## src/rtl/lcd_hd44780_drv.sv

```systemverilog
// lcd_hd44780_drv -- HD44780-compatible character-LCD driver.
//
// Waits out the controller power-on time, optionally emits the controller
// init sequence, then drains a command/data write FIFO onto the 8-bit LCD
// bus. Each byte gets a setup clock, an E pulse of T_EN clocks, a hold clock
// and an execution wait (T_CLR for clear/home, T_CMD otherwise).
//
// Optional feature: define LCD_INIT_EN to compile in the INIT state and the
// 4-byte init ROM (0x38, 0x0C, 0x06, 0x01). Without it PWR_WAIT goes
// straight to IDLE and the producer must send the init bytes itself.
//
// Ports:
//   SYS_clk     in   clock
//   SYS_reset   in   asynchronous active-low reset
//   wr_valid    in   producer byte offered
//   wr_rs       in   register select of offered byte (0 cmd, 1 data)
//   wr_data     in   offered byte
//   wr_ready    out  FIFO not full
//   pin[14:4]   out  LCD bus: 4 RS, 5 RW (always 0), 6 E, 14:7 D7..D0
//   state       out  FSM state code, zero-extended to 6 bits
//   busy        out  high in every state except IDLE
//   fifo_level  out  FIFO occupancy
module lcd_hd44780_drv #(
    parameter int T_PWR      = 20000,
    parameter int T_EN       = 12,
    parameter int T_CMD      = 2000,
    parameter int T_CLR      = 80000,
    parameter int FIFO_DEPTH = 16
) (
    input  logic                          SYS_clk,
    input  logic                          SYS_reset,
    input  logic                          wr_valid,
    input  logic                          wr_rs,
    input  logic [7:0]                    wr_data,
    output logic                          wr_ready,
    output logic [14:4]                   pin,
    output logic [5:0]                    state,
    output logic                          busy,
    output logic [$clog2(FIFO_DEPTH):0]   fifo_level
);

    localparam int AW   = $clog2(FIFO_DEPTH);
    localparam int LW   = AW + 1;
    localparam int TM1  = (T_PWR > T_CLR) ? T_PWR : T_CLR;
    localparam int TM2  = (T_CMD > T_EN) ? T_CMD : T_EN;
    localparam int TMAX = (TM1 > TM2) ? TM1 : TM2;
    localparam int CW   = $clog2(TMAX) + 1;

    typedef enum logic [2:0] {
        S_PWR_WAIT = 3'd0,
        S_INIT     = 3'd1,
        S_SETUP    = 3'd2,
        S_EN_HIGH  = 3'd3,
        S_HOLD     = 3'd4,
        S_WAIT     = 3'd5,
        S_IDLE     = 3'd6,
        S_POP      = 3'd7
    } state_e;

    state_e          state_q;
    logic [CW-1:0]   cnt_q;
    logic            rs_q;
    logic            e_q;
    logic [7:0]      d_q;
    logic            busy_q;

    logic [8:0]      mem_q [FIFO_DEPTH];
    logic [AW-1:0]   wr_ptr_q;
    logic [AW-1:0]   rd_ptr_q;
    logic [LW-1:0]   level_q;
    logic [LW-1:0]   level_d;
    logic            wr_ready_q;
    logic            push;
    logic            pop;
    logic            is_long;

`ifdef LCD_INIT_EN
    logic [2:0]      init_idx_q;
    logic            init_act_q;

    function automatic logic [7:0] init_byte(input logic [1:0] idx);
        case (idx)
            2'd0:    return 8'h38;
            2'd1:    return 8'h0C;
            2'd2:    return 8'h06;
            default: return 8'h01;
        endcase
    endfunction
`endif

    // ---------------------------------------------------------------- FIFO
    assign push = wr_valid && wr_ready_q;
    assign pop  = (state_q == S_POP);

    always_comb begin
        level_d = level_q;
        if (push && !pop) begin
            level_d = level_q + LW'(1);
        end else if (!push && pop) begin
            level_d = level_q - LW'(1);
        end
    end

    // Storage carries no reset; the pointers define what is valid.
    always_ff @(posedge SYS_clk) begin
        if (push) begin
            mem_q[wr_ptr_q] <= {wr_rs, wr_data};
        end
    end

    always_ff @(posedge SYS_clk or negedge SYS_reset) begin
        if (!SYS_reset) begin
            wr_ptr_q   <= '0;
            rd_ptr_q   <= '0;
            level_q    <= '0;
            wr_ready_q <= 1'b1;
        end else begin
            if (push) begin
                wr_ptr_q <= wr_ptr_q + AW'(1);
            end
            if (pop) begin
                rd_ptr_q <= rd_ptr_q + AW'(1);
            end
            level_q    <= level_d;
            wr_ready_q <= (level_d != LW'(FIFO_DEPTH));
        end
    end

    // Clear (0x01) and home (0x02/0x03) need the long execution wait.
    assign is_long = !rs_q && (d_q[7:2] == 6'd0) && (d_q != 8'd0);

    // ----------------------------------------------------------------- FSM
    // busy_q is updated on every transition into or out of IDLE so that it
    // tracks state_q without a combinational decode.
    always_ff @(posedge SYS_clk or negedge SYS_reset) begin
        if (!SYS_reset) begin
            state_q    <= S_PWR_WAIT;
            cnt_q      <= CW'(T_PWR - 1);
            rs_q       <= 1'b0;
            e_q        <= 1'b0;
            d_q        <= '0;
            busy_q     <= 1'b1;
`ifdef LCD_INIT_EN
            init_idx_q <= '0;
            init_act_q <= 1'b0;
`endif
        end else begin
            case (state_q)
                S_PWR_WAIT: begin
                    if (cnt_q == '0) begin
`ifdef LCD_INIT_EN
                        state_q    <= S_INIT;
                        init_act_q <= 1'b1;
`else
                        state_q    <= S_IDLE;
                        busy_q     <= 1'b0;
`endif
                    end else begin
                        cnt_q <= cnt_q - CW'(1);
                    end
                end
                S_INIT: begin
`ifdef LCD_INIT_EN
                    rs_q       <= 1'b0;
                    d_q        <= init_byte(init_idx_q[1:0]);
                    init_idx_q <= init_idx_q + 3'd1;
                    state_q    <= S_SETUP;
`else
                    state_q    <= S_IDLE;
                    busy_q     <= 1'b0;
`endif
                end
                S_IDLE: begin
                    if (level_q != '0) begin
                        state_q <= S_POP;
                        busy_q  <= 1'b1;
                    end
                end
                S_POP: begin
                    rs_q    <= mem_q[rd_ptr_q][8];
                    d_q     <= mem_q[rd_ptr_q][7:0];
                    state_q <= S_SETUP;
                end
                S_SETUP: begin
                    e_q     <= 1'b1;
                    cnt_q   <= CW'(T_EN - 1);
                    state_q <= S_EN_HIGH;
                end
                S_EN_HIGH: begin
                    if (cnt_q == '0) begin
                        e_q     <= 1'b0;
                        state_q <= S_HOLD;
                    end else begin
                        cnt_q <= cnt_q - CW'(1);
                    end
                end
                S_HOLD: begin
                    cnt_q   <= is_long ? CW'(T_CLR - 1) : CW'(T_CMD - 1);
                    state_q <= S_WAIT;
                end
                S_WAIT: begin
                    if (cnt_q == '0) begin
`ifdef LCD_INIT_EN
                        if (init_act_q && (init_idx_q != 3'd4)) begin
                            state_q <= S_INIT;
                        end else begin
                            init_act_q <= 1'b0;
                            state_q    <= S_IDLE;
                            busy_q     <= 1'b0;
                        end
`else
                        state_q <= S_IDLE;
                        busy_q  <= 1'b0;
`endif
                    end else begin
                        cnt_q <= cnt_q - CW'(1);
                    end
                end
                default: begin
                    state_q <= S_IDLE;
                    busy_q  <= 1'b0;
                end
            endcase
        end
    end

    assign pin        = {d_q, e_q, 1'b0, rs_q};
    assign state      = {3'b000, state_q};
    assign busy       = busy_q;
    assign wr_ready   = wr_ready_q;
    assign fifo_level = level_q;

endmodule

```

## config.mk

```make
export PLATFORM = sky130hd
export DESIGN_NAME = lcd_hd44780_drv
export DESIGN_NICKNAME = d
export VERILOG_FILES = /design/src/rtl/lcd_hd44780_drv.sv
export SDC_FILE = /design/constraint.sdc
export NUM_CORES = 1
export LEC_CHECK = 0
export BUFFER_PORTS_ARGS = -buffer_cell sky130_fd_sc_hd__buf_2
export CORE_UTILIZATION = 55
export CTS_CLUSTER_SIZE = 28
export DETAILED_ROUTE_END_ITERATION = 6
export GPL_TIMING_DRIVEN = 0
export MAX_ROUTING_LAYER = met4
export PLACE_DENSITY = 0.83
export SLEW_MARGIN = 25
export SYNTH_ARGS = -nofsm -noshare
export SYNTH_HDL_FRONTEND = slang
export SYNTH_SLANG_ARGS = --single-unit
```

## constraint.sdc

```tcl
create_clock -name SYS_clk -period 2.05 [get_ports SYS_clk]
set_input_delay 0.1025 -clock SYS_clk [delete_from_list [all_inputs] [get_ports SYS_clk]]
set_output_delay 0.1025 -clock SYS_clk [all_outputs]
set_load 0.05 [all_outputs]
```

# Word level (Yosys, flattened, before mapping)
# Memories as Yosys holds them, arrays and structs flattened. A register that Yosys moved wholly into a read port is not among the register bits.
# Cells that the tools add are included.
totals:
  regBits: 37
  ramBits: 144
  in_bits: 12
  output_inout_bits: 24
  word_cells: 64
  memories: 1
mem_list:
  columns: ["memory", "depth", "width", "read_ports", "rd_ports_with_merged_regs", "write_ports", "line_no", "rtl"]
  rows:
  - ["mem_q", 16, 9, 1, 1, 1, "67", "logic [8:0] mem_q [FIFO_DEPTH];"]
op_classes:
  add_sub_neg: 5
  eq_ne: 12
  mux: 15
  reduce_logical: 23
ops:
  columns: ["op", "n"]
  rows:
  - ["one-hot mux 18 bit (3 select lines)", 1]
  - ["one-hot mux 3 bit (7 select lines)", 1]
  - ["logical NOT 18 bit", 1]
  - ["2-to-1 mux 18 bit", 1]
  - ["subtractor 18 x 1 -> 18 bit, second input constant", 1]
  - ["2-to-1 mux 17 bit", 1]
  - ["== test 3 bit, second input constant", 4]
  - ["2-to-1 mux 5 bit", 2]
  - ["2-to-1 mux 3 bit", 3]
  - ["adder 4 x 1 -> 4 bit, second input constant", 2]
  - ["nonzero test 8 bit", 1]
  - ["== test 3 x 2 -> 1 bit, second input constant", 2]
  - ["logical NOT 6 bit", 1]
  - ["!= test 2 bit, second input constant", 3]
  - ["AND reduction 3 bit", 2]
  - ["nonzero test 3 bit", 2]
  - ["adder 5 x 1 -> 5 bit, second input constant", 1]
  - ["logical AND 1 bit", 5]
  - ["!= test 5 bit, second input constant", 1]
  - ["nonzero test 5 bit", 1]
  - ["subtractor 5 x 1 -> 5 bit, second input constant", 1]
  - ["logical NOT 1 bit", 4]
  - ["2-to-1 mux 1 bit", 4]
  - ["AND reduction 2 bit", 2]
  - ["other kinds (8)", 8]

# Logic depth before layout (Yosys ltp)
# Gate-level depths: netlist of the first run.
logic_depth:
  depth_word: 6
  ltp_mapped: 8
  mapped_depth_nobuf: 7

# Worst setup path after synthesis of the first run
# OpenSTA, ideal clock, no wires.
synth_path:
  path_type: "register to register"
  from: "reg wr_ready_q, in the netlist wr_ready"
  to: "mem mem_q[3][0], enable pin"
  setup_ns: 0.387
  t_arrival_ns: 2.053
  required_time_ns: 1.663
  slack_ns: -0.389
  path_stages_with_launch: 5
  path_buffers: 1
  synth_period_minus_slack_ns: 2.439
  cell_sequence: "dfstp_2 -> and2_1 -> clkbuf_1 -> nand2_1 -> nor3_1"
synth_via:
  elab_chain_cells: 3
synth_rtl:
  columns: ["item", "line_no", "rtl"]
  rows:
  - ["from (decl)", "72", "logic wr_ready_q;"]
  - ["from (signal assigned)", "125", "wr_ready_q <= (level_d != LW'(FIFO_DEPTH));"]
  - ["logical AND 1 bit", "92", "assign push = wr_valid && wr_ready_q;"]
  - ["2-to-1 mux 1 bit", "106", "if (push) begin"]
  - ["2-to-1 mux 1 bit (implied by the code)", "107", "mem_q[wr_ptr_q] <= {wr_rs, wr_data};"]
  - ["to (decl)", "67", null]
# Every way passes these cells.

# Worst setup path in the final report of the first run
layout_path:
  from: "reg cnt_q[0]"
  to: "reg cnt_q[6]"
layout_via:
  elab_chain_cells: 3
  elab_cells_between_ends: 6
  cone_classes: "1 x add/sub; 1 x eq/ne; 2 x mux; 2 x reduce/logical"
layout_rtl:
  columns: ["item", "line_no", "rtl"]
  rows:
  - ["from (decl)", "61", "logic [CW-1:0] cnt_q;"]
  - ["from (signal assigned)", "138", "cnt_q <= CW'(T_PWR - 1);"]
  - ["from (signal assigned)", "159", "cnt_q <= cnt_q - CW'(1);"]
  - ["from (signal assigned)", "186", "cnt_q <= CW'(T_EN - 1);"]
  - ["subtractor 18 x 1 -> 18 bit / logical NOT 18 bit (equally long branches)", null, null]
  - ["2-to-1 mux 18 bit / != test 2 bit (equally long branches)", null, null]
  - ["one-hot mux 18 bit (3 select lines) / AND reduction 2 bit (equally long branches)", null, null]
# Several ways; a longest one is shown, not always the timed one. The select of a mux whose other input is x is not followed.
# A chain may end at the register's enable or synchronous reset.

==> results.md, run 1 <==
| Parameter | This run | Unit |
|:---|:---|:---|
| Mean cell area of the mapped netlist | 15.7 | um2 |
| CTS H-tree depth | 4 | - |
| Main synth FF type | edfxtp_1 | - |
| Total design power | 9360 | uW |
| Unrepaired setup endpoints after global routing | true | - |
| Clk_lat worst skew | 0.44 | ns |
| Hold depth | 1 | - |
| Number of endpoints failing setup at the final stage | 61 | - |
| Count of pins over their slew limit | 0 | - |
| Post-route fraction of the period consumed by the critical path | 105 | % |
| Worst r2r path cells | 7 | - |
| Die height | 123 | um |
| Setup slack of the worst register-to-register path | -0.11 | ns |
| Arrival time worst endpoint | 2.49 | ns |
| Drt first-iter violations | 620 | - |
| Ratio of routed vias to standard cells | 6.20 | - |
| Routed length per instance | 22.5 | um |
| Maximum vdd drop | 0.747 | mV |
| CTS Buf Count | 17 | - |
| Post-Route Utilization | 67.4 | % |
| Biggest area contributors in the synthesized netlist | edfxtp_1 53%, dfrtp_1 11%, mux4_2 10% | - |
| Worst reg2reg path endpoint | cnt_q[6]$_DFFE_PN0P_ | - |
| First-pass DRT Iterations | 5 | - |
| Count of warnings emitted by yosys | 0 | - |
| Violated checks | setup timing | - |
| Max Cap Viol | 0 | - |
| TritonCTS clock tree | yes | - |
| Initial cell density of the core | 56.0 | % |
| Cells along the critical path | inv_2 > ha_4 > or4b_4 > nor3_4 > a21oi_4 > or2_1 > a32o_1 | - |
| Post-Place Worst Slack | -0.345 | ns |
| Async set or reset register ratio after synthesis | 24.2 | % |
| Required time at the endpoint of the critical path | 2.38 | ns |
| Endpoint, Worst Hold | mem_q[15][4]$_DFFE_PP_ | - |
| Flops & latches, synth | 190 | - |
| WS Path Type | reg2reg | - |
| Vias after detailed routing | 4978 | - |
| Core footprint | 14500 | um2 |
| Clock tree root buffer cell | clkbuf_16 | - |
| Number of placed I/O pins | 36 | - |
| R2R Path Start | cnt_q[0]$_DFFE_PN1P_ | - |
| Layout cell share with drive strength beyond 1 | 33.4 | % |
| Layout Skew | 0.00822 | ns |
| Vias in the first global route | 4674 | - |
| Area share of the leading cell type in the synthesized netlist | 53.3 | % |
| Final-layout fill cell count | 919 | - |
| Launch instance of the worst min-delay path | wr_data[4] | - |
| Fin cells | 803 | - |
| DRC viols | 0 | - |
| Register area share after synthesis | 67.6 | % |
| Crit-path max cell delay | 0.50 | ns |
| Layout-stage area growth over the synthesis result | 20.3 | % |
| Maximum number of pins on one net before global-route repair | 47 | - |
| Outcome | finished with violations | - |
| Final hold slack | 0.0665 | ns |
| Max-slew headroom | 46.5 | % |
| Count of input and output buffers | 31 | - |
| Cell count after synthesis | 518 | - |
| Sum of overflow across all layers after global routing | 0 | - |
| Placed cells | 736 | - |
| Leakage power total | 0.00338 | uW |
| Final RePlAce weighted congestion | 0.948 | - |
| Distinct cells, synth | 62 | - |
| Crit path max fanout | 5 | - |
| Die area | 15200 | um2 |
| DRT antenna net count | 0 | - |
| Total half-perimeter wirelength after legalization and detailed placement | 10600 | um |
| Path type of the worst min-delay path | in2reg | - |
| List of most frequent post-synthesis cells | 144 x edfxtp_1, 40 x nor2_1, 36 x mux4_2 | - |
| Die span in x | 123 | um |
| CP Capture Type | register | - |
| CP Launch Type | register | - |
| Highest achievable clock rate | 463 | MHz |
| Post-layout net count | 627 | - |
| Worst-path clk slew | 0.07 | ns |
| Count of flip-flops with a built-in enable after synthesis | 144 | - |
| Cell with the most instances after synthesis | edfxtp_1 | - |
| Crit-path slowest cell | or4b_4 | - |
| Number of diodes | 0 | - |
| Number of antenna violations at the first check in global routing | 0 | - |
| Total clock sinks | 190 | - |
| Cell taking the most area after synthesis | edfxtp_1 | - |
| Deepest clock path buffer count | 2 | - |
| Total track usage | 24.5 | % |
| First-pass GRT wire length | 25600 | um |
| Final worst path period need | 2.16 | ns |
| Slack of the critical path | -0.110 | ns |
| Routed wire length | 18100 | um |
| Core Rows | 44 | - |
| Worst Tran Pin Value | 0.802 | ns |
| Power density cells | 959 | nW/um2 |
| Number of endpoints with negative hold slack in the final report | 0 | - |
| Netlist Area Pre-Place | 8120 | um2 |
-- worst max-delay path, delay by kind of cell, from the launching register on --
| kind | cells | cell delay [ns] |
|---|---|---|
| AO/OA/AOI/OAI | 2 | 0.31 |
| adder cells (fa/ha/maj) | 1 | 0.16 |
| buffers and inverters | 1 | 0.06 |
| flip-flops | 1 | 0.39 |
| AND/OR/NAND/NOR | 3 | 1.12 |
-- stage by stage --
stage	cell area [um2]	TNS, ns
final	9760	-1.64
after global routing	9760	-9.64
after CTS	9380	-3.00
after detailed placement	8550	-29.12
after global placement	8550	-20.13
after floorplan	8160	0
-- what timing repair did --
| item | in CTS | in global routing |
|---|---|---|
| buffers inserted | 17 | 20 |
| pin swaps | 11 | 19 |
| hold endpoints to repair | 35 | 0 |
| endpoints found under the setup margin | 169 | 169 |
| resized for setup | 37 | 26 |
| hold buffers | 1 | 0 |
-- worst max-delay path by stage --
stage	startpoint	to	cells after the start
2_1_floorplan	cnt_q[0]$_DFFE_PN1P_	cnt_q[6]$_DFFE_PN0P_	7
3_3_place_gp	cnt_q[0]$_DFFE_PN1P_	cnt_q[14]$_DFFE_PN1P_	8
3_5_place_dp	cnt_q[0]$_DFFE_PN1P_	cnt_q[14]$_DFFE_PN1P_	8
4_1_cts	wr_ready$_DFF_PN1_	mem_q[11][3]$_DFFE_PP_	4
5_1_grt	wr_ready$_DFF_PN1_	mem_q[3][3]$_DFFE_PP_	5
6_report	cnt_q[0]$_DFFE_PN1P_	cnt_q[6]$_DFFE_PN0P_	7
-- registers in the layout, indices dropped and copies added, names as in the netlist --
name        cells
busy            1
cnt_q          18
d_q             8
e_q             1
fifo_level      5
mem_q         144
rd_ptr_q        4
rs_q            1
state_q         3
wr_ptr_q        4
wr_ready        1
-- metal layers --
metal	up-vias	GRT usage (%)	share of wire, %
met2	251	38.3	51
met4	0	8.28	2.5
met3	43	5.40	6.3
met1	2505	32.1	40
li1	2179	-	-
met5	-	-	0
-- area by class of cell --
cell class / count / area (um2) / area share [%]
Buffer: 30 / 173 / 1.77
Clock buffer: 19 / 433 / 4.44
Clock inverter: 12 / 113 / 1.15
Inverter: 12 / 45.0 / 0.462
Multi-Input combinational cell: 287 / 2680 / 27.5
Sequential cell: 190 / 5490 / 56.3
Tap cell: 184 / 230 / 2.36
Timing Repair Buffer: 69 / 596 / 6.10
-- cell usage in the layout, fill, tap and decap left out, types with 11 or more instances in the layout --
master     instances
dfrtp_1           34
buf_2             34
o21ai_0           30
buf_4             35
nand2_1           20
mux2i_1           19
nor2_4            12
clkbuf_16         17
mux4_2            36
edfxtp_1         144
xnor2_1           13
dfstp_2           11
buf_12            12
a21oi_1           24
nor2_1            28
-- where the power goes --
group	switching (uW)	internal (uW)
sequential	282	4540
clock	1410	1680
combinational	925	521
total	2620	6740
-- kinds of logic after synthesis --
group	count (synthesis)	share of synthesized area, %
other cells	1	0.0462
simple gates	116	7.80
buf+inv	44	2.56
fa+ha+maj	9	1.36
compound gates	86	6.38
mux	57	12.6
flops	190	67.6
xor+xnor	15	1.62
(Power assumes the default switching activity.)
==> run 2: changes to the inputs <==
--- a/config.mk
+++ b/config.mk
@@ -16,3 +16,4 @@
 export SYNTH_ARGS = -nofsm -noshare
 export SYNTH_HDL_FRONTEND = slang
 export SYNTH_SLANG_ARGS = --single-unit
+export TNS_END_PERCENT = 1
==> results.md, run 2 (synthesis results as in run 1) <==
| Parameter | This run | Unit | Delta |
|:---|:---|:---|:---|
| Outcome | finished with violations | - |  |
| Violated checks | setup timing | - |  |
| Uppermost signal routing layer after detailed routing | met4 | - |  |
| Routed wire length | 17200 | um | -5.1% |
| Total track usage | 24.9 | % | +0.41 points |
| Worst reg2reg path endpoint | cnt_q[6]$_DFFE_PN0P_ | - |  |
| Number of placed I/O pins | 36 | - | unchanged |
| Leakage power total | 0.00322 | uW | -4.6% |
| CP Launch Type | register | - |  |
| DRT antenna net count | 0 | - | unchanged |
| Cells along the critical path | inv_2 > ha_4 > or4b_4 > nor3_4 > a21oi_4 > or2_1 > a32o_1 | - |  |
| Crit-path slowest cell | or4b_4 | - |  |
| Layout Skew | 0.00728 | ns | -0.000941 ns |
| Count of pins over their slew limit | 0 | - | unchanged |
| WS Path Type | reg2reg | - |  |
| Die area | 15200 | um2 | unchanged |
| Unrepaired setup endpoints after global routing | true | - |  |
| Drt first-iter violations | 504 | - | -19% |
| Fin cells | 778 | - | -3.1% |
| Post-route fraction of the period consumed by the critical path | 104 | % | -0.92 points |
| CTS Buf Count | 17 | - | unchanged |
| Gate family responsible for the most delay along the worst path | simple AND/OR/NAND/NOR gates | - |  |
| Count of input and output buffers | 31 | - | unchanged |
| Final worst path period need | 2.14 | ns | -0.0189 ns |
| CP Capture Type | register | - |  |
| TritonCTS clock tree | yes | - |  |
| Layout cell share with drive strength beyond 1 | 31.1 | % | -2.3 points |
| Max-slew headroom | 43.7 | % | -2.9 points |
| Number of diodes | 0 | - | unchanged |
| Sw Share | 28.8 | % | +0.81 points |
| Placed cells | 736 | - | unchanged |
| Routed length per instance | 22.0 | um | -2.0% |
| Highest achievable clock rate | 467 | MHz | +0.88% |
| Net switching power | 2700 | uW | +3.1% |
| Required time at the endpoint of the critical path | 2.38 | ns | about the same |
| Hold depth | 1 | - | unchanged |
| Total internal power | 6680 | uW | -0.92% |
| Setup slack of the worst register-to-register path | -0.09 | ns | +0.02 ns |
| First-pass DRT Iterations | 5 | - | unchanged |
| R2R Path Start | cnt_q[0]$_DFFE_PN1P_ | - |  |
| Total half-perimeter wirelength after legalization and detailed placement | 10500 | um | -1.4% |
| Clock tree root buffer cell | clkbuf_16 | - |  |
| Crit path max fanout | 7 | - | +2 |
| Die height | 123 | um | unchanged |
| Vias in the first global route | 4635 | - | -0.83% |
| Deepest clock path buffer count | 2 | - | unchanged |
| Met1 Wirelength | 7150 | um | -1.9% |
| Layout-stage area growth over the synthesis result | 16.2 | % |  |
| Crit-path max cell delay | 0.50 | ns | about the same |
| First-pass GRT wire length | 26000 | um | +1.4% |
| Maximum number of pins on one net before global-route repair | 47 | - | unchanged |
| Worst r2r path cells | 7 | - | unchanged |
| Most used cells in the layout excluding fill and tap cells | 144 x edfxtp_1, 36 x mux4_2, 34 x buf_2, 34 x dfrtp_1, 30 x o21ai_0 | - |  |
| Regs by FF count | mem_q: 144 flops, cnt_q: 18 flops, d_q: 8 flops | - |  |
| Core footprint | 14500 | um2 | unchanged |
| Relative contribution of the clock network to total power | 34.2 | % | +1.2 points |
| Final-layout fill cell count | 956 | - | +4.0% |
| Endpoint, Worst Hold | mem_q[2][3]$_DFFE_PP_ | - |  |
| Number of endpoints with negative hold slack in the final report | 0 | - | unchanged |
| Commonest non-fill, non-tap cell in the layout | edfxtp_1 | - |  |
| Clk_lat worst skew | 0.44 | ns | about the same |
| Initial cell density of the core | 56.0 | % | unchanged |
| Vias after detailed routing | 4778 | - | -4.0% |
| Core Rows | 44 | - | unchanged |
| Power density cells | 994 | nW/um2 | +3.7% |
| CTS H-tree depth | 4 | - | unchanged |
| Combinational share of power | 15.1 | % | -0.3 points |
| Post-layout net count | 601 | - | -4.1% |
| Max FFs per register | 144 | - | unchanged |
| Maximum vdd drop | 0.678 | mV | -9.3% |
| DRC viols | 0 | - | unchanged |
| Amount of wire on met3 after detailed routing | 1070 | um | -6.5% |
| Arrival time worst endpoint | 2.47 | ns | -0.02 ns |
| Number of endpoints failing setup at the final stage | 5 | - | -92% |
| Detail Route met2 WL | 8770 | um | -4.4% |
| Total clock sinks | 190 | - | unchanged |
| Max Cap Viol | 0 | - | unchanged |
| Launch instance of the worst min-delay path | wr_data[3] | - |  |
| Final hold slack | 0.0640 | ns | -0.00256 ns |
| Number of antenna violations at the first check in global routing | 0 | - | unchanged |
| Slack of the critical path | -0.0915 | ns | +0.0189 ns |
| Worst Tran Pin Value | 0.845 | ns | +0.0430 ns |
| Worst Path Buf+Inv | 1 | - | unchanged |
| Sequential fraction of design power | 50.7 | % | -0.9 points |
| Path type of the worst min-delay path | in2reg | - |  |
| Worst-path clk slew | 0.07 | ns | about the same |
| Final RePlAce weighted congestion | 0.949 | - | about the same |
| Top register by number of flip-flops | mem_q | - |  |
| Sum of overflow across all layers after global routing | 0 | - | unchanged |
| Die span in x | 123 | um | unchanged |
| Ratio of routed vias to standard cells | 6.14 | - | -0.93% |
==> run 2: per-stage QoR <==
stage | instance area, um2 | setup TNS [ns] | utilization (%) | total power [uW] | worst slack (ns)
after floorplan | 8160 | -13.06 | - | 5610 | -0.118
after global placement | 8550 | -44.43 | 59.0 | 5910 | -0.352
after detailed placement | 8550 | -54.42 | 59.0 | 6010 | -0.435
after CTS | 9380 | -0.183 | 64.8 | 9360 | -0.101
after global routing | 9430 | -1.36 | 65.1 | 9670 | -0.178
final | 9430 | -0.290 | 65.1 | 9380 | -0.0915
==> run 2: worst max path at each step <==
stage                          from                endpoint  slack (ns)  cells past startpoint
6_report       cnt_q[0]$_DFFE_PN1P_    cnt_q[6]$_DFFE_PN0P_       -0.09                      7
5_1_grt        cnt_q[1]$_DFFE_PN1P_    cnt_q[6]$_DFFE_PN0P_       -0.18                      7
4_1_cts        cnt_q[5]$_DFFE_PN0P_   cnt_q[17]$_DFFE_PN0P_       -0.10                      5
3_5_place_dp     wr_ready$_DFF_PN1_  mem_q[10][4]$_DFFE_PP_       -0.44                      4
3_3_place_gp     wr_ready$_DFF_PN1_   mem_q[8][4]$_DFFE_PP_       -0.35                      4
2_1_floorplan    wr_ready$_DFF_PN1_  mem_q[12][0]$_DFFE_PP_       -0.12                      4
==> run 2: layout make-up <==
cell class	count	area (um2)	share of cell area (%)
clock buffers	18	429	4.55
plain buffers	31	180	1.91
well taps	184	230	2.44
multi-input cells	287	2640	28.0
flip-flops and latches	190	5490	58.2
repair buffers	42	280	2.97
clock inverters	14	133	1.41
inverters	12	45.0	0.478
==> run 2: repair_timing <==
action	4_1_cts	5_1_grt
endpoints found under the hold margin	35	0
setup endpoints to repair	170	106
gates cloned	0	0
setup buffers	7	3
pin swaps	6	7
gates resized for setup	45	20
hold buffers	1	0
==> run 2: metal layers <==
metal | vias up | track usage [%]
li1 | 2131 | -
met1 | 2431 | 32.8
met2 | 197 | 39.6
met3 | 19 | 5.44
met4 | 0 | 6.63
met5 | - | -
==> run 2: power groups by stage <==
stage                     registers (uW)  clock network (uW)  logic (uW)
after global placement              4750                   0        1160
final                               4760                3200        1410
after global routing                4790                3360        1520
after floorplan                     4940                   0         665
after CTS                           4710                3200        1450
after detailed placement            4790                   0        1220
==> run 2: worst reg2reg max path, delay by kind of cell (launching register included) <==
family	cells	cell delay (ns)
compound gates	2	0.34
fa+ha+maj	1	0.16
buf+inv	1	0.06
flops	1	0.39
simple gates	3	1.07
==> run 3: changes to the inputs <==
--- a/config.mk
+++ b/config.mk
@@ -12,6 +12,7 @@
 export GPL_TIMING_DRIVEN = 0
 export MAX_ROUTING_LAYER = met4
 export PLACE_DENSITY = 0.83
+export RECOVER_POWER = 50
 export SLEW_MARGIN = 25
 export SYNTH_ARGS = -nofsm -noshare
 export SYNTH_HDL_FRONTEND = slang
==> results.md, run 3 (synthesis results as in run 1) <==
| Parameter | This run | Unit | Delta |
|:---|:---|:---|:---|
| Maximum vdd drop | 0.673 | mV | -0.68% |
| Total track usage | 24.9 | % | unchanged |
| Maximum number of pins on one net before global-route repair | 47 | - | unchanged |
| Core footprint | 14500 | um2 | unchanged |
| CTS H-tree depth | 4 | - | unchanged |
| Hold depth | 4 | - | +3 |
| Unrepaired setup endpoints after global routing | true | - |  |
| Number of endpoints with negative hold slack in the final report | 0 | - | unchanged |
| First-pass DRT Iterations | 5 | - | unchanged |
| Met1 usage | 32.8 | % | unchanged |
| Layout Skew | 0.00688 | ns | -0.000403 ns |
| WS Path Type | reg2reg | - |  |
| Peak-usage layer in the global routing report | met2 | - |  |
| Number of antenna violations at the first check in global routing | 0 | - | unchanged |
| Slack of the critical path | -0.0882 | ns | +0.00328 ns |
| Worst r2r path cells | 7 | - | unchanged |
| Leakage power total | 0.00319 | uW | -0.93% |
| Die area | 15200 | um2 | unchanged |
| Die span in x | 123 | um | unchanged |
| Crit path max fanout | 7 | - | unchanged |
| Deepest clock path buffer count | 2 | - | unchanged |
| Layout cell share with drive strength beyond 1 | 29.5 | % | -1.7 points |
| Outcome | finished with violations | - |  |
| Number of endpoints failing setup at the final stage | 5 | - | unchanged |
| Final RePlAce weighted congestion | 0.949 | - | unchanged |
| CTS Buf Count | 17 | - | unchanged |
| Count of input and output buffers | 31 | - | unchanged |
| Required time at the endpoint of the critical path | 2.37 | ns | about the same |
| Worst-path clk slew | 0.07 | ns | about the same |
| Layout-stage area growth over the synthesis result | 16.0 | % |  |
| Final-layout fill cell count | 965 | - | +0.94% |
| Routed length per instance | 22.1 | um | +0.12% |
| Violated checks | setup timing | - |  |
| Path type of the worst min-delay path | in2reg | - |  |
| Worst Tran Pin Value | 1.17 | ns | +0.323 ns |
| Core Rows | 44 | - | unchanged |
| Total clock sinks | 190 | - | unchanged |
| Regs by FF count | mem_q: 144 flops, cnt_q: 18 flops, d_q: 8 flops | - |  |
| Met2 track utilization from global routing | 39.6 | % | unchanged |
| Post-layout net count | 601 | - | unchanged |
| Number of placed I/O pins | 36 | - | unchanged |
| Routed wire length | 17200 | um | +0.12% |
| Top register by number of flip-flops | mem_q | - |  |
| Launch instance of the worst min-delay path | wr_valid | - |  |
| Clock tree root buffer cell | clkbuf_16 | - |  |
| Setup TNS | -0.254 | ns | +0.0352 ns |
| Post-route fraction of the period consumed by the critical path | 104 | % | -0.16 points |
| Power density cells | 995 | nW/um2 | about the same |
| Commonest non-fill, non-tap cell in the layout | edfxtp_1 | - |  |
| Vias in the first global route | 4635 | - | unchanged |
| Ratio of routed vias to standard cells | 6.21 | - | +1.1% |
| Highest achievable clock rate | 468 | MHz | +0.15% |
| First-pass GRT wire length | 26000 | um | unchanged |
| Total half-perimeter wirelength after legalization and detailed placement | 10500 | um | unchanged |
| Final worst path period need | 2.14 | ns | -0.00328 ns |
| Post-Route Utilization | 65.0 | % | -0.10 points |
| Initial cell density of the core | 56.0 | % | unchanged |
| CP Launch Type | register | - |  |
| Arrival time worst endpoint | 2.46 | ns | about the same |
| Number of diodes | 0 | - | unchanged |
| Max-slew headroom | 22.2 | % | -22 points |
| Drt first-iter violations | 485 | - | -3.8% |
| M3 GR Usage | 5.44 | % | unchanged |
| TritonCTS clock tree | yes | - |  |
| Worst reg2reg path endpoint | cnt_q[6]$_DFFE_PN0P_ | - |  |
| DRT antenna net count | 0 | - | unchanged |
| Setup slack of the worst register-to-register path | -0.09 | ns | about the same |
| DRC viols | 0 | - | unchanged |
| Most used cells in the layout excluding fill and tap cells | 144 x edfxtp_1, 36 x mux4_2, 34 x dfrtp_1 | - |  |
| Worst setup path start | cnt_q[0]$_DFFE_PN1P_ | - |  |
| Sum of overflow across all layers after global routing | 0 | - | unchanged |
| Count of pins over their slew limit | 0 | - | unchanged |
| Die height | 123 | um | unchanged |
| Vias after detailed routing | 4829 | - | +1.1% |
| Clk_lat worst skew | 0.44 | ns | about the same |
| Endpoint, Worst Hold | fifo_level[2]$_DFF_PN0_ | - |  |
| Max Cap Viol | 0 | - | unchanged |
| Max FFs per register | 144 | - | unchanged |
| R2R Path Start | cnt_q[0]$_DFFE_PN1P_ | - |  |
| CP Capture Type | register | - |  |
==> run 3: stage by stage <==
stage	hold WS (ns)	std cells	setup WS [ns]	cell area, um2	total power, uW
after floorplan	-0.193	521	-0.118	8160	5610
after global placement	0.306	736	-0.352	8550	5910
after detailed placement	0.345	736	-0.435	8550	6010
after CTS	0.0548	776	-0.101	9380	9360
after global routing	0.191	778	-0.178	9420	9670
final	0.157	778	-0.0882	9420	9370
==> run 3: final cells by class <==
class | instances | area, um2 | share of cell area (%)
flip-flops and latches | 190 | 5490 | 58.3
clock buffers | 18 | 429 | 4.56
clock inverters | 14 | 133 | 1.41
repair buffers | 42 | 265 | 2.82
inverters | 12 | 45.0 | 0.478
plain buffers | 31 | 180 | 1.91
well taps | 184 | 230 | 2.44
multi-input cells | 287 | 2640 | 28.1
==> run 3: worst max path at each step <==
stage / to / slack, ns / cells after the start
after detailed placement: mem_q[10][4]$_DFFE_PP_ / -0.44 / 4
after floorplan: mem_q[12][0]$_DFFE_PP_ / -0.12 / 4
final: cnt_q[6]$_DFFE_PN0P_ / -0.09 / 7
after global routing: cnt_q[6]$_DFFE_PN0P_ / -0.18 / 7
after CTS: cnt_q[17]$_DFFE_PN0P_ / -0.10 / 5
after global placement: mem_q[8][4]$_DFFE_PP_ / -0.35 / 4
==> run 3: timing repair <==
item	CTS	global route
hold buffers	1	0
endpoints found under the setup margin	170	106
gates cloned	0	0
endpoints found under the hold margin	35	0
resized for setup	45	20
buffers inserted	7	3
pin swaps	6	7
==> run 3: worst max-delay path: stages (launching register included) <==
cell and delay [ns]:
dfstp_2 0.39, inv_2 0.06, ha_4 0.16, or4b_4 0.50
nor3_4 0.34, a21oi_4 0.12, or2_1 0.23, a32o_1 0.21
==> run 3: layer usage <==
metal / vias up / wire (um)
met5: - / 0
met4: 0 / 148
met3: 21 / 973
met2: 196 / 8870
met1: 2477 / 7190
li1: 2135 / -
==> run 3: where the power goes <==
part	switching [uW]	internal [uW]	total [uW]
sequential	213	4540	4760
combinational	975	434	1410
clock	1500	1700	3200
total	2690	6680	9370
